File: src/rtl/seg_display_scheduler.sv
// Shares the 4-digit seven-segment display between up to four requesters using
// round-robin arbitration at frame boundaries, and scans the digits with per-slot blanking.
module seg_display_scheduler #(
  parameter int N_SRC       = 4,
  parameter int SCAN_DIV    = 100000,
  parameter int BLANK_CYC   = 1000,
  parameter int HOLD_FRAMES = 250
) (
  input  logic                clk,
  input  logic                rst,
  input  logic [N_SRC-1:0]    req,
  input  logic [16*N_SRC-1:0] src_data,
  output logic [N_SRC-1:0]    grant,
  output logic [15:0]         disp_value,
  output logic [3:0]          nibble,
  output logic [3:0]          anode,
  output logic                frame_tick
);

  localparam int CNT_W = (SCAN_DIV > 1) ? $clog2(SCAN_DIV) : 1;
  localparam int HC_W  = (HOLD_FRAMES > 1) ? $clog2(HOLD_FRAMES) : 1;
  localparam int IDX_W = $clog2(N_SRC);

  localparam logic [CNT_W-1:0] CNT_MAX   = CNT_W'(SCAN_DIV - 1);
  localparam logic [CNT_W-1:0] BLANK_END = CNT_W'(BLANK_CYC);
  localparam logic [HC_W-1:0]  HOLD_MAX  = HC_W'(HOLD_FRAMES - 1);
  localparam logic [IDX_W-1:0] IDX_MAX   = IDX_W'(N_SRC - 1);

  typedef enum logic {IDLE, OWN} state_t;

  state_t           state_reg, state_next;
  logic [CNT_W-1:0] cnt_reg, cnt_next;
  logic [1:0]       digit_reg, digit_next;
  logic [HC_W-1:0]  hold_reg, hold_next;
  logic [IDX_W-1:0] rr_reg, rr_next;
  logic [IDX_W-1:0] owner_reg, owner_next;
  logic [N_SRC-1:0] grant_reg, grant_next;
  logic [15:0]      disp_reg, disp_next;
  logic [3:0]       nibble_reg, nibble_next;
  logic [3:0]       anode_reg, anode_next;
  logic             tick_reg;

  logic             slot_end, frame_end;
  logic             pick_found, others_pending, take;
  logic [IDX_W-1:0] pick_idx, cand;
  logic [15:0]      src_arr [N_SRC];

  generate
    for (genvar gi = 0; gi < N_SRC; gi++) begin : g_src
      assign src_arr[gi] = src_data[16*gi +: 16];
    end
  endgenerate

  function automatic logic [IDX_W-1:0] wrap_inc(input logic [IDX_W-1:0] i);
    return (i == IDX_MAX) ? '0 : i + 1'b1;
  endfunction

  assign slot_end  = (cnt_reg == CNT_MAX);
  assign frame_end = slot_end && (digit_reg == 2'd3);
  assign cnt_next   = slot_end ? '0 : cnt_reg + 1'b1;
  assign digit_next = slot_end ? digit_reg + 2'd1 : digit_reg;

  // rr_reg always sits one past the owner, so a single search from it serves
  // both the idle pick and the "next after owner" pick.
  always_comb begin
    pick_found = 1'b0;
    pick_idx   = '0;
    cand       = rr_reg;
    for (int k = 0; k < N_SRC; k++) begin
      if (!pick_found && req[cand]) begin
        pick_found = 1'b1;
        pick_idx   = cand;
      end
      cand = wrap_inc(cand);
    end
  end

  assign others_pending = |(req & ~grant_reg);

  always_comb begin
    state_next = state_reg;
    owner_next = owner_reg;
    hold_next  = hold_reg;
    rr_next    = rr_reg;
    grant_next = grant_reg;
    disp_next  = disp_reg;
    take       = 1'b0;
    if (frame_end) begin
      case (state_reg)
        IDLE: take = pick_found;
        OWN: begin
          if (!req[owner_reg]) begin
            if (pick_found) begin
              take = 1'b1;
            end else begin
              state_next = IDLE;
              grant_next = '0;
            end
          end else if (others_pending && hold_reg == HOLD_MAX) begin
            take = 1'b1;
          end else begin
            if (hold_reg != HOLD_MAX) hold_next = hold_reg + 1'b1;
            disp_next = src_arr[owner_reg];
          end
        end
        default: state_next = IDLE;
      endcase
      if (take) begin
        state_next = OWN;
        owner_next = pick_idx;
        hold_next  = '0;
        rr_next    = wrap_inc(pick_idx);
        grant_next = N_SRC'(1) << pick_idx;
        disp_next  = src_arr[pick_idx];
      end
    end
  end

  // Scan outputs are computed from next-state values so they line up with the slot counter.
  always_comb begin
    if (state_next == IDLE || cnt_next < BLANK_END) anode_next = 4'b1111;
    else                                            anode_next = ~(4'b0001 << digit_next);
    nibble_next = disp_next[{digit_next, 2'b00} +: 4];
  end

  always_ff @(posedge clk or negedge rst) begin
    if (!rst) begin
      state_reg  <= IDLE;
      cnt_reg    <= '0;
      digit_reg  <= '0;
      hold_reg   <= '0;
      rr_reg     <= '0;
      owner_reg  <= '0;
      grant_reg  <= '0;
      disp_reg   <= '0;
      nibble_reg <= '0;
      anode_reg  <= 4'b1111;
      tick_reg   <= 1'b0;
    end else begin
      state_reg  <= state_next;
      cnt_reg    <= cnt_next;
      digit_reg  <= digit_next;
      hold_reg   <= hold_next;
      rr_reg     <= rr_next;
      owner_reg  <= owner_next;
      grant_reg  <= grant_next;
      disp_reg   <= disp_next;
      nibble_reg <= nibble_next;
      anode_reg  <= anode_next;
      tick_reg   <= frame_end;
    end
  end

  assign grant      = grant_reg;
  assign disp_value = disp_reg;
  assign nibble     = nibble_reg;
  assign anode      = anode_reg;
  assign frame_tick = tick_reg;

endmodule

File: config.mk
export PLATFORM = sky130hd
export DESIGN_NAME = seg_display_scheduler
export DESIGN_NICKNAME = d
export VERILOG_FILES = /design/src/rtl/seg_display_scheduler.sv
export SDC_FILE = /design/constraint.sdc
export NUM_CORES = 1
export LEC_CHECK = 0
export ABC_AREA = 0
export BUFFER_PORTS_ARGS = -buffer_cell sky130_fd_sc_hd__buf_4
export CORE_AREA = 5 5 92 94
export DETAILED_ROUTE_END_ITERATION = 10
export DIE_AREA = 0 0 97 99
export PLACE_DENSITY = 0.84
export REMOVE_ABC_BUFFERS = 1
export SLEW_MARGIN = 20
export SYNTH_ARGS = -nofsm -noshare
export SYNTH_HDL_FRONTEND = slang
export SYNTH_SLANG_ARGS = --single-unit
File: constraint.sdc
create_clock -name clk -period 9.3 [get_ports clk]
set_input_delay 0.93 -clock clk [delete_from_list [all_inputs] [get_ports clk]]
set_output_delay 0.93 -clock clk [all_outputs]
set_load 0.005 [all_outputs]
==> metrics.md <==
| Metric | Value |
|---|---|
| Unrepaired setup endpoints after global routing | `false` |
| Warnings from Yosys | `0` |
| Worst EP arrival | `4.38 ns` |
| Reg2Reg Depth | `10` |
| Worst slew margin | `0.236` |
| DIE WIDTH | `97 um` |
| Fin nets | `578` |
| Largest register FFs | `17` |
| Final Critical Period | `4.15 ns` |
| Worst VDD drop | `about 0.059 mV` |
| Htree depth | `3` |
| Resized Gates After CTS | `0` |
| ANT nets after route | `0` |
| Register area | `roughly 0.0015 mm^2` |
| Final Cycle Share | `0.446` |
| WHS Path Cells | `1` |
| Total GRT Usage | `0.259` |
| Clock net sink count | `61` |
| Asr flop ratio synth | `1.00` |
| DRT Pass-1 Iters | `4` |
| Root Driver | `clkbuf_8` |
| #FFs+latches synth | `61` |
| Grt total ovfl | `0` |
| Drt drc | `0` |
| Number of library cell types mapped by synthesis | `66` |
| Reg2reg end | `nibble[0]` |
| Core area | `0.00757 mm^2` |
| Area grow syn2layout | `21.9%` |
| Fmax | `0.241 GHz` |
| EDFF count, synth | `0` |
| Clk pin slew, worst setup/hold paths | `roughly 0.080 ns` |
| DIE AREA | `0.00960 mm^2` |
| Type of origin of the critical path | `register` |
| Reg2reg setup slack | `5.15 ns` |
| Hold Buf Count CTS | `0` |
| Cts bufs inserted | `9` |
| Clock Skew | `between 0.015 and 0.02 ns` |
| Seq/Total Area, Yosys | `0.357` |
| Dominant cells by area after synthesis | `dfrtp_1 (33%), mux4_2 (10%), mux2i_1 (9.6%), a21oi_1 (4.2%), ha_1 (2.6%)` |
| Most numerous cell in the Yosys netlist | `dfrtp_1` |
| Rows | `32` |
| Final Max Tran Viols | `0` |
| Fillers | `approximately 550` |
| # IOs | `99` |
| Max-cap violation count | `0` |
| Worst R2R Start | `rr_reg[0]` |
| Status | `finished clean` |
| Hold path endpoint | `cnt_reg[0]` |
| Worst Path Max Fanout | `22` |
| Post-Layout Cell Count | `606` |
| Final Wtd Congestion | `0.957` |
| Yosys top cell area share | `0.333` |
| Clk_lat worst skew | `0.36 ns` |
| Diodes inserted | `0` |
| I/O Buffers | `slightly below 100` |
| WL final | `12,100 um` |
| Initial antenna violation count | `0` |
| Vias in the first global route | `~4,000` |
| Post-DP HPWL | `approximately 8600 um` |
| Routed len/inst | `20.0 um` |
| Measured slew at the worst slew-check pin | `1.15 ns` |
| Largest net degree at the start of global routing | `62` |
| Area occupied by multi-input gates | `0.00259 mm^2` |
| Initial Util | `0.567` |
| Top_reg_cell synth | `dfrtp_1` |
| Fin Setup TNS | `0 ns` |
| Pwr dens | `108 mW/mm^2` |
| Crit Path Class | `register to register` |
| Synthesized area | `0.00429 mm^2` |
| HP Start | `cnt_reg[0]` |
| CP endpoint kind | `register` |
| Critical Path RT | `9.54 ns` |
| Min-delay worst type | `register to register` |
| Syn Inst Count | `415` |
| Final Power | `565 uW` |
| Max Root-Sink Buffers | `2` |
| Vert. Die Dim | `approximately 99 um` |
| Static leakage | `0.00251 uW` |
| Post-CTS setup repair buffer count | `0` |
| First-pass GRT wire length | `20,100 um` |
| Mean Syn Cell Area | `10.3 um^2` |
| Post-DP Area | `0.00506 mm^2` |
| TritonCTS clock tree | `done` |
| Via count | `~3,900` |
| Top cell type by total area after synthesis | `dfrtp_1` |
| Placed Instances | `590` |
| Final Hold Viols | `0` |
| Proportion of layout cells with a drive suffix above 1 | `0.310` |
| Via density | `6.47` |
| Iter 0 DRT Violations | `between 300 and 400` |
| Synth top cells by count | `dfrtp_1 (57), mux2i_1 (41), a21oi_1 (36)` |
| Final Instance Area | `approximately 0.0052 mm^2` |
| Setup violations, final | `0` |
cells by family (layout without fill, tap and decap cells):
logic type	after synthesis	after routing	share of synthesized area
AO/OA/AOI/OAI	122	122	0.200
adder cells (fa/ha/maj)	9	9	0.0263
XOR/XNOR	18	18	0.0368
buffers and inverters	41	130	0.0455
multiplexers	66	66	0.212
AND/OR/NAND/NOR	98	98	0.122
flip-flops	61	61	0.357
worst max-delay path by stage:
stage	start	endpoint	slack, ns	cells after the start
after floorplan	req[0]	nibble[3]	3.83	8
after global placement	req[0]	nibble[0]	5.32	10
after detailed placement	req[0]	nibble[0]	5.16	10
after CTS	rr_reg[0]	nibble[0]	5.20	10
after global routing	rr_reg[0]	nibble[0]	4.97	10
final	rr_reg[0]	nibble[0]	5.15	10
worst max-delay path: stages, from the launching register on:
cell and delay, ns:
dfrtp_1 0.73, ha_1 0.44, o21a_1 0.20, or4_4 0.51, a31o_1 0.31, o22ai_4 0.57
buf_4 0.46, mux2i_1 0.33, a221oi_1 0.14, a211oi_1 0.27, a21oi_1 0.06
stage by stage:
step | hold WS (ns) | setup slack, ns | utilization
4_1_cts | 0.494 | 5.20 | 0.691
6_report | 0.504 | 5.15 | 0.691
2_1_floorplan | 0.455 | 3.83 | -
5_1_grt | 0.536 | 4.97 | 0.691
3_5_place_dp | 0.484 | 5.16 | 0.668
3_3_place_gp | 0.470 | 5.32 | 0.668
layout by cell type (no fill, tap or decap), types with 3 or more instances in the layout:
cell      instances
nand2_1          20
nand4_1           8
mux4_2           19
mux2i_1          41
a22o_1            5
mux2_2            5
a221oi_1          5
o22ai_1          16
clkbuf_8         11
nand3_1          10
and3_1            7
nor2b_1           4
a211oi_1          4
clkbuf_1          3
dfrtp_1          57
a21boi_1          7
nor2_1           23
xnor2_1           9
a21oi_1          35
o221ai_1          4
inv_1            12
buf_4           102
xor2_1            9
ha_1              9
or3_1             8
dfstp_2           4
o21ai_0          14
area by class of cell:
type / instances / area share
timing repair buffer: 102 / 0.146
clock buffer: 14 / 0.0311
clock inverter: 2 / 0.00191
sequential: 61 / 0.293
inverter: 12 / 0.00861
multi-input combinational: 313 / 0.495
tap: 102 / 0.0244
routing by layer:
layer | vias to the layer above | GRT usage | wire length, um
li1 | 1769 | - | -
met1 | 1868 | 0.326 | 4740
met5 | - | 0 | 0
met2 | 244 | 0.429 | 5860
met3 | 42 | 0.0495 | 1060
met4 | 0 | 0.130 | 463
where the power goes:
part / total, uW / internal (uW) / switching [uW] / leakage, uW
clock: 217 / 111 / 107 / 0.0000905
combinational: 80.4 / 43.3 / 37.1 / 0.00160
sequential: 267 / 266 / 1.08 / 0.000816
Note: power is estimated with default switching activity, not from simulation.
